## config.mk

```make
export PLATFORM = sky130hd
export DESIGN_NAME = acc_drain
export DESIGN_NICKNAME = d
export VERILOG_FILES = /design/src/rtl/acc_pkg.sv /design/src/rtl/acc_drain_fifo.sv /design/src/rtl/acc_drain.sv
export SDC_FILE = /design/constraint.sdc
export NUM_CORES = 1
export LEC_CHECK = 0
export CAP_MARGIN = 20
export CORE_ASPECT_RATIO = 0.8
export CORE_MARGIN = 3
export CORE_UTILIZATION = 47
export DETAILED_ROUTE_END_ITERATION = 12
export PLACE_DENSITY_LB_ADDON = 0.05
export SYNTH_ARGS = -nofsm -noshare
export SYNTH_HDL_FRONTEND = slang
export SYNTH_HIERARCHICAL = 1
export SYNTH_SLANG_ARGS = --single-unit
```

## constraint.sdc

```tcl
create_clock -name clk -period 4 [get_ports clk]
set_input_delay 0.8 -clock clk [delete_from_list [all_inputs] [get_ports clk]]
set_output_delay 0.8 -clock clk [all_outputs]
set_load 0.005 [all_outputs]
```

## src/rtl/acc_pkg.sv

```systemverilog
// Shared types and constants for the accumulator RAM drain path.
package acc_pkg;

  localparam int ACC_RD_LATENCY = 2;
  localparam int ACC_LANE_W     = 16;
  // Address width carried by a return tag; the drain's ADDR_WIDTH must equal it.
  localparam int ACC_ADDR_W     = 9;

  typedef enum logic [1:0] {
    IDLE,
    RUN,
    FLUSH,
    DONE
  } drain_state_e;

  typedef struct packed {
    logic [ACC_ADDR_W-1:0] addr;
    logic                  last;
  } drain_tag_t;

endpackage

```

## src/rtl/acc_drain_fifo.sv

```systemverilog
// Small synchronous FIFO with head-of-queue visibility, occupancy count and
// same-cycle push/pop (also legal when full).
module acc_drain_fifo #(
  parameter int WIDTH = 8,
  parameter int DEPTH = 4
) (
  input  logic                     clk,
  input  logic                     rst,
  input  logic                     push,
  input  logic [WIDTH-1:0]         push_data,
  input  logic                     pop,
  output logic [WIDTH-1:0]         head_data,
  output logic                     full,
  output logic                     empty,
  output logic [$clog2(DEPTH):0]   count
);

  localparam int PTR_W = $clog2(DEPTH);

  logic [WIDTH-1:0] mem [DEPTH];
  logic [PTR_W-1:0] wr_ptr_reg;
  logic [PTR_W-1:0] rd_ptr_reg;
  logic [PTR_W:0]   count_reg;
  logic             do_push;
  logic             do_pop;

  assign full      = (count_reg == (PTR_W+1)'(DEPTH));
  assign empty     = (count_reg == '0);
  assign count     = count_reg;
  assign head_data = mem[rd_ptr_reg];

  // A pop frees the slot in the same cycle, so a full FIFO may still accept a push.
  assign do_pop  = pop && !empty;
  assign do_push = push && (!full || do_pop);

  always_ff @(posedge clk) begin
    if (do_push) begin
      mem[wr_ptr_reg] <= push_data;
    end
  end

  always_ff @(posedge clk) begin
    if (rst) begin
      wr_ptr_reg <= '0;
      rd_ptr_reg <= '0;
      count_reg  <= '0;
    end else begin
      if (do_push) begin
        wr_ptr_reg <= wr_ptr_reg + 1'b1;
      end
      if (do_pop) begin
        rd_ptr_reg <= rd_ptr_reg + 1'b1;
      end
      case ({do_push, do_pop})
        2'b10:   count_reg <= count_reg + 1'b1;
        2'b01:   count_reg <= count_reg - 1'b1;
        default: count_reg <= count_reg;
      endcase
    end
  end

endmodule

```

## src/rtl/acc_drain.sv

```systemverilog
// Sweeps an address range of the accumulator RAM, streams every word out with
// backpressure, and optionally zeroes each location as it is captured.
module acc_drain
  import acc_pkg::*;
#(
  parameter int ADDR_WIDTH = 9,
  parameter int DATA_WIDTH = 64,
  parameter int FIFO_DEPTH = 4,
  parameter int RD_LATENCY = ACC_RD_LATENCY
) (
  input  logic                  clk,
  input  logic                  rst,
  input  logic                  start,
  input  logic [ADDR_WIDTH-1:0] base_addr,
  input  logic [ADDR_WIDTH:0]   length,
  input  logic                  clear_en,
  output logic                  busy,
  output logic                  done,
  output logic                  rd_en,
  output logic [ADDR_WIDTH-1:0] rd_addr,
  input  logic [DATA_WIDTH-1:0] rd_rdata,
  output logic                  wr_en,
  output logic                  wr_we,
  output logic [ADDR_WIDTH-1:0] wr_addr,
  output logic [DATA_WIDTH-1:0] wr_wdata,
  output logic                  acc_mode,
  output logic                  out_valid,
  input  logic                  out_ready,
  output logic [DATA_WIDTH-1:0] out_data,
  output logic [ADDR_WIDTH-1:0] out_addr,
  output logic                  out_last
);

  localparam int LEN_W  = ADDR_WIDTH + 1;
  localparam int CNT_W  = $clog2(FIFO_DEPTH) + 2;
  localparam int FIFO_W = DATA_WIDTH + ADDR_WIDTH + 1;

  drain_state_e          state_reg;
  logic [ADDR_WIDTH-1:0] addr_reg;
  logic [LEN_W-1:0]      len_reg;
  logic [LEN_W-1:0]      idx_reg;
  logic                  clear_reg;
  logic                  last_acc_reg;
  logic                  busy_reg;
  logic                  done_reg;

  logic [RD_LATENCY-1:0] pipe_valid_reg;
  logic [RD_LATENCY-1:0] pipe_valid_next;
  drain_tag_t [RD_LATENCY-1:0] pipe_tag_reg;
  drain_tag_t [RD_LATENCY-1:0] pipe_tag_next;
  drain_tag_t            issue_tag;
  drain_tag_t            exit_tag;

  logic [CNT_W-1:0]      in_flight;
  logic [$clog2(FIFO_DEPTH):0] fifo_count;
  logic                  fifo_full;
  logic                  fifo_empty;
  logic [FIFO_W-1:0]     fifo_head;
  logic                  capture;
  logic                  pop;
  logic                  head_last;

  assign issue_tag.addr = ACC_ADDR_W'(addr_reg);
  assign issue_tag.last = (idx_reg == len_reg - LEN_W'(1));

  // Return pipeline: stage 0 takes the tag of the read issued this cycle.
  for (genvar gi = 0; gi < RD_LATENCY; gi++) begin : g_pipe
    if (gi == 0) begin : g_head
      assign pipe_valid_next[gi] = rd_en;
      assign pipe_tag_next[gi]   = issue_tag;
    end else begin : g_shift
      assign pipe_valid_next[gi] = pipe_valid_reg[gi-1];
      assign pipe_tag_next[gi]   = pipe_tag_reg[gi-1];
    end
  end

  always_ff @(posedge clk) begin
    if (rst) begin
      pipe_valid_reg <= '0;
      pipe_tag_reg   <= '0;
    end else begin
      pipe_valid_reg <= pipe_valid_next;
      pipe_tag_reg   <= pipe_tag_next;
    end
  end

  always_comb begin
    in_flight = '0;
    for (int i = 0; i < RD_LATENCY; i++) begin
      in_flight = in_flight + CNT_W'(pipe_valid_reg[i]);
    end
  end

  // Credit: every outstanding read already owns a FIFO slot, so data never overflows.
  assign rd_en   = (state_reg == RUN) &&
                   ((in_flight + CNT_W'(fifo_count)) < CNT_W'(FIFO_DEPTH));
  assign rd_addr = addr_reg;

  assign capture  = pipe_valid_reg[RD_LATENCY-1];
  assign exit_tag = pipe_tag_reg[RD_LATENCY-1];

  assign wr_en    = capture && clear_reg;
  assign wr_we    = wr_en;
  assign wr_addr  = wr_en ? ADDR_WIDTH'(exit_tag.addr) : '0;
  assign wr_wdata = '0;
  assign acc_mode = 1'b0;

  acc_drain_fifo #(
    .WIDTH (FIFO_W),
    .DEPTH (FIFO_DEPTH)
  ) u_fifo (
    .clk       (clk),
    .rst       (rst),
    .push      (capture),
    .push_data ({rd_rdata, ADDR_WIDTH'(exit_tag.addr), exit_tag.last}),
    .pop       (pop),
    .head_data (fifo_head),
    .full      (fifo_full),
    .empty     (fifo_empty),
    .count     (fifo_count)
  );

  assign out_valid = !fifo_empty;
  assign pop       = out_valid && out_ready;
  assign head_last = fifo_head[0];
  assign out_last  = out_valid && head_last;
  assign out_addr  = out_valid ? fifo_head[ADDR_WIDTH:1] : '0;
  assign out_data  = out_valid ? fifo_head[FIFO_W-1 -: DATA_WIDTH] : '0;

  assign busy = busy_reg;
  assign done = done_reg;

  always_ff @(posedge clk) begin
    if (rst) begin
      state_reg    <= IDLE;
      addr_reg     <= '0;
      len_reg      <= '0;
      idx_reg      <= '0;
      clear_reg    <= 1'b0;
      last_acc_reg <= 1'b0;
      busy_reg     <= 1'b0;
      done_reg     <= 1'b0;
    end else begin
      done_reg <= 1'b0;
      if (pop && head_last) begin
        last_acc_reg <= 1'b1;
      end
      case (state_reg)
        IDLE: begin
          if (start) begin
            addr_reg     <= base_addr;
            len_reg      <= length;
            clear_reg    <= clear_en;
            idx_reg      <= '0;
            last_acc_reg <= 1'b0;
            if (length == '0) begin
              state_reg <= DONE;
              done_reg  <= 1'b1;
            end else begin
              state_reg <= RUN;
              busy_reg  <= 1'b1;
            end
          end
        end
        RUN: begin
          if (rd_en) begin
            addr_reg <= addr_reg + 1'b1;
            idx_reg  <= idx_reg + 1'b1;
            if (issue_tag.last) begin
              state_reg <= FLUSH;
            end
          end
        end
        FLUSH: begin
          if (in_flight == '0 && fifo_empty && last_acc_reg) begin
            state_reg <= DONE;
            busy_reg  <= 1'b0;
            done_reg  <= 1'b1;
          end
        end
        default: begin
          state_reg <= IDLE;
        end
      endcase
    end
  end

  logic unused_ok;
  assign unused_ok = fifo_full;

endmodule
```

Word level (Yosys, flattened, before mapping)
Memory sizes are Yosys's and may differ from the RTL's. A register that Yosys moved wholly into a read port is not among the register bits.
Cells that the tools add are included.
{ "word_totals": {"regBits": 64, "mem_bits_rw": 296, "input_bits": 88, "out_inout_bits": 163, "wordCells": 92, "n_memories": 1} }
{ "op_classes": {"add_sub_neg": 9, "n_lt_le_gt_ge": 1, "n_eq_ne": 11, "mux": 31, "reduce_logical": 23} }
{ "memory_table": {"columns": ["memory", "depth", "word_bits", "rd", "rd_ports_with_merged_regs", "write_ports", "line", "rtl"], "rows": [
  ["u_fifo.mem", 4, 74, 1, 1, 1, "acc_drain_fifo.sv:20", "logic [WIDTH-1:0] mem [DEPTH];"]
]} }
{ "ops": {"columns": ["op", "count"], "rows": [
  ["2-to-1 mux 64 bit", 1],
  ["2-to-1 mux 9 bit", 4],
  ["2-to-1 mux 10 bit", 2],
  ["case mux 10 bit (2 select lines)", 1],
  ["case mux 9 bit (2 select lines)", 1],
  ["2-to-1 mux 2 bit", 7],
  ["2-to-1 mux 1 bit", 11],
  ["adder 10 x 1 -> 10 bit, second input constant", 1],
  ["equality test 10 bit", 1],
  ["zero test 10 bit", 1],
  ["inequality test 2 bit, second input constant", 5],
  ["subtractor 10 x 1 -> 10 bit, second input constant", 1],
  ["adder 9 x 1 -> 9 bit, second input constant", 1],
  ["logical AND 1 bit", 9],
  ["AND reduction 4 bit", 2],
  ["case mux 2 bit (3 select lines)", 1],
  ["case mux 3 bit (2 select lines)", 1],
  ["nonzero test 2 bit", 3],
  ["adder 2 x 1 -> 2 bit, second input constant", 2],
  ["adder 2 x 3 -> 4 bit", 1],
  ["equality test 2 x 1 -> 1 bit, second input constant", 2],
  ["equality test 2 bit, second input constant", 2],
  ["zero test 4 bit", 1],
  ["< comparator 4 x 3 -> 1 bit, second input constant", 1],
  ["11 further kinds", 13]
]} }

Logic depth before layout (Yosys ltp)
{ "depth": {"depth_word": 8, "mapped_depth": 11} }

Hierarchy
The synthesis kept the hierarchy.
{ "by_module_without_submodules": {"columns": ["mod", "instances", "cells_per_inst", "area_per_inst_um2", "seq_area_each_um2"], "rows": [
  ["acc_drain_fifo", 1, 440, 11165.7, 9068.7],
  ["acc_drain", 1, 496, 3892.5, 1141.1]
]} }

Least setup slack after synthesis
OpenSTA, ideal clock, no wires.
{ "synth_timing": {"path_type": "input to register", "start": "input port out_ready", "end": "memory u_fifo/mem[0][0] (netlist bit) (enable)", "setup_ps": 440, "arrival_ps": 3097, "required_ps": 3560, "slack_ps": 463, "stages": 4, "path_cell_list": "nor2b_1 -> inv_1 -> a21boi_2 -> and2_1"} }
{ "synth_between": {"elab_chain_cells": 6} }
{ "synth_lines": {"columns": ["element", "line", "rtl"], "rows": [
  ["start, declared", "acc_drain.sv:28", "input logic out_ready,"],
  ["logical AND 1 bit", "acc_drain.sv:124", "assign pop = out_valid && out_ready;"],
  ["logical AND 1 bit", "acc_drain_fifo.sv:33", "assign do_pop = pop && !empty;"],
  ["logical OR 1 bit", "acc_drain_fifo.sv:34", "assign do_push = push && (!full || do_pop);"],
  ["logical AND 1 bit", "acc_drain_fifo.sv:34", null],
  ["2-to-1 mux 1 bit", "acc_drain_fifo.sv:37", "if (do_push) begin"],
  ["2-to-1 mux 1 bit (not written as such)", "acc_drain_fifo.sv:38", "mem[wr_ptr_reg] <= push_data;"],
  ["end, declared", "acc_drain_fifo.sv:20", null]
]} }
No other way between the ends.

==> summary.txt <==
Cells and area
  • # fillers: 2412
  • Diode count: 0
  • Share of cells above drive strength 1: 14.9%
  • Largest Register: u_fifo/mem
  • Synthesis-to-finish area growth: 22.3%
  • Max reg flops: 296
  • Final cell count without fillers: 1564
  • Nets: 1227
  • Design area: 18400 sq um

Clock network
  • CTS sink count: 362
  • CTS Hold Bufs: 0
  • H-tree Lvls: 2
  • CTS tree: yes
  • CTS max path bufs: 3
  • Post-CTS setup buffer count: 0
  • Total CTS buffers: 37
  • Clock-pin slew on the worst setup and hold paths: 0.06 ns
  • Root buf cell: clkbuf_16
  • Worst-Skew Late Latency: 0.52 ns
  • Post-CTS resize count: 0

Place
  • Buffers on Ports: 185
  • RePlAce Congestion: 0.809
  • Post-DP HPWL: 19200 um
  • Dpl ws: 0.773 ns
  • # placed instances: 1497
  • Placed instance area: 17200 sq um

Logic synthesis
  • #FFs+latches synth: 362
  • Synth async-reset ratio: 0%
  • Cells after synthesis: 936
  • Top_reg_cell synth: edfxtp_1
  • Synth Warn #: 6
  • Sequential-to-total area share from yosys stat: 67.8%
  • Average size of a mapped cell: 16.1 sq um
  • Post-synth EDFFs: 296
  • Cell Area, Synth: 15100 sq um
  • Synth cell types: 60

Run
  • Max-cap viol count: 0

Pwr
  • Sw Ratio: 23.7%
  • Flop pwr share: 48.0%
  • Worst IR drop on VDD: 346 uV
  • Internal power: 7000 uW
  • Pleak: 0.00606 uW
  • Net Sw Power: 2180 uW
  • Clock power share: 38.3%
  • Combinational power share: 13.6%
  • PD cells: 498 nW/um^2

Die
  • Initial Util: 48.6%
  • Core Region: 31000 sq um
  • Row count: 57
  • # IOs: 251
  • Die height: 166 um
  • Die width: 206 um
  • Die area: 34200 sq um

Critical path
  • Setup crit end kind: output pin
  • Worst-path maximum fanout: 24
  • Worst reg2reg startpoint: pipe_valid_reg[1]$_SDFF_PP0_
  • Worst Path Class, Setup: flip-flop to output pin
  • R2R depth: 9
  • Flop-to-flop setup slack: 1.29 ns
  • CP Launch Type: flip-flop
  • Arr. time, crit path: 2.71 ns
  • FF-to-FF End: idx_reg[9]$_SDFFE_PP0P_
  • Data required, critical path: 3.20 ns

STA
  • Setup TNS: 0 ns
  • Slew headroom: 38.9%
  • Period utilisation layout: 87.6%
  • Worst Tran Pin Value: 0.916 ns
  • Slew Limit Fails: 0
  • Post-layout min period: 3.51 ns
  • Max Clock Freq: 0.285 GHz
  • Hold Fails Final Rpt: 0
  • Final setup violation count: 0
  • Setup WS post-layout: 0.495 ns
  • RSZ-0062 raised after global routing: no
  • Clock Skew: 0.0224 ns

GRT
  • GRT overflow: 0
  • Vias in the first global route: 8215
  • Antenna violations before repair: 0
  • Overall Global Routing Usage: 17.7%
  • Largest net degree at the start of global routing: 51
  • Global-route wire length before repair: 47300 um

Routing
  • Wirelength, routed: 30300 um
  • Vias per cell: 5.16
  • Number of remaining DRC errors: 0
  • Pre-antenna DRT Iters: 5
  • Post-DR wirelength/cell: 19.4 um
  • DR vias: 8077
  • Initial DRC count: 478
  • DRT antenna net count: 0

Hold path
  • Worst min-delay path startpoint: pipe_tag_next[13]$_SDFF_PP0_
  • Min-Delay Path Class: flip-flop to flip-flop
  • Worst hold stages: 1
  • WHS Endpoint: exit_tag[3]$_SDFF_PP0_

Status
  • Status: finished clean
Yosys cell counts, drive strengths merged (2+ instances only):
library cell | n | share of area [%]
edfxtp | 296 | 59
buf | 94 | 4.8
nor2b | 94 | 3.9
mux4 | 74 | 11
dfxtp | 66 | 8.8
nand2 | 44 | 1.1
nor2 | 35 | 0.87
a21oi | 27 | 0.90
clkbuf | 26 | 0.65
inv | 21 | 0.52
ha | 15 | 1.2
xor2 | 15 | 0.87
and3 | 13 | 0.54
nor3 | 12 | 0.40
o21ai | 11 | 0.37
nand3 | 9 | 0.30
xnor2 | 8 | 0.47
and2 | 7 | 0.29
nand4 | 7 | 0.29
a211oi | 6 | 0.30
a22oi | 4 | 0.20
nor4 | 4 | 0.21
and4 | 3 | 0.17
mux2i | 3 | 0.20
o211ai | 3 | 0.15
o31ai | 3 | 0.15
or3 | 3 | 0.12
a21o | 2 | 0.10
a221oi | 2 | 0.12
a41oi | 2 | 0.12
nand2b | 2 | 0.083
or4 | 2 | 0.10
layout make-up:
class	count	area, sq um	share of cell area [%]
clock buffer	48	1060	5.75
clock inverter	19	205	1.11
inverter	21	78.8	0.428
multi-input combinational	497	4210	22.9
sequential	362	10200	55.5
tap	413	517	2.81
timing repair buffer	204	2130	11.5
placed cells by master (no fill, tap or decap), types with 8 or more instances in the layout:
cell,n
mux4_2,74
dfxtp_1,64
o21ai_0,11
xnor2_1,8
and3_1,13
nor2_1,35
conb_1,65
clkbuf_16,39
xor2_1,15
inv_1,21
buf_12,11
buf_4,8
nor2b_1,94
clkdlybuf4s50_1,184
nor3_1,11
a21oi_1,27
ha_1,15
nand2_1,44
nand3_1,9
edfxtp_1,296
critical path: stages, from the launching register on:
cell and delay [ns]:
dfxtp_4 0.68, buf_12 0.30, mux4_2 0.51, nor2b_1 0.17, clkdlybuf4s50_1 0.49
logic make-up after synthesis:
family / synth area share [%]
simple gates: 8.66
buf+inv: 5.92
flops: 67.8
other cells: 0.0249
mux: 11.3
fa+ha+maj: 1.38
xor+xnor: 1.34
compound gates: 3.53
worst max-delay path by stage:
stage	cells past startpoint	to	slack, ns	startpoint
floorplan	4	u_fifo/mem[0][0]$_DFFE_PP_	0.46	out_ready
global placement	6	u_fifo/mem[0][37]$_DFFE_PP_	0.81	out_ready
detailed placement	6	u_fifo/mem[0][37]$_DFFE_PP_	0.77	out_ready
CTS	4	out_data[25]	0.39	flip-flop
global route	4	out_data[25]	0.30	flip-flop
finish	4	out_data[25]	0.49	flip-flop
metal layers:
layer	GRT usage [%]	vias up	part of all wire (%)
met5	0	-	0
li1	-	3755	-
met1	25.8	4068	45
met2	27.8	219	48
met4	3.86	0	1.4
met3	3.86	35	5.7
power groups by stage:
stage	registers, uW	logic, uW	clock network, uW
after floorplan	4430	851	0
after global placement	4480	1240	0
after detailed placement	4480	1250	0
after CTS	4410	1260	3610
after global routing	4430	1390	3780
final	4410	1250	3520
metrics by stage:
stage / power [uW] / hold WS, ns / utilization, %
final: 9180 / 0.426 / 59.5
after global routing: 9600 / 0.450 / 59.5
after CTS: 9280 / 0.429 / 59.5
after detailed placement: 5740 / 0.422 / 55.4
after global placement: 5720 / 0.417 / 55.4
after floorplan: 5280 / 0.414 / -
No activity file was read; power rests on OpenSTA's default activity.
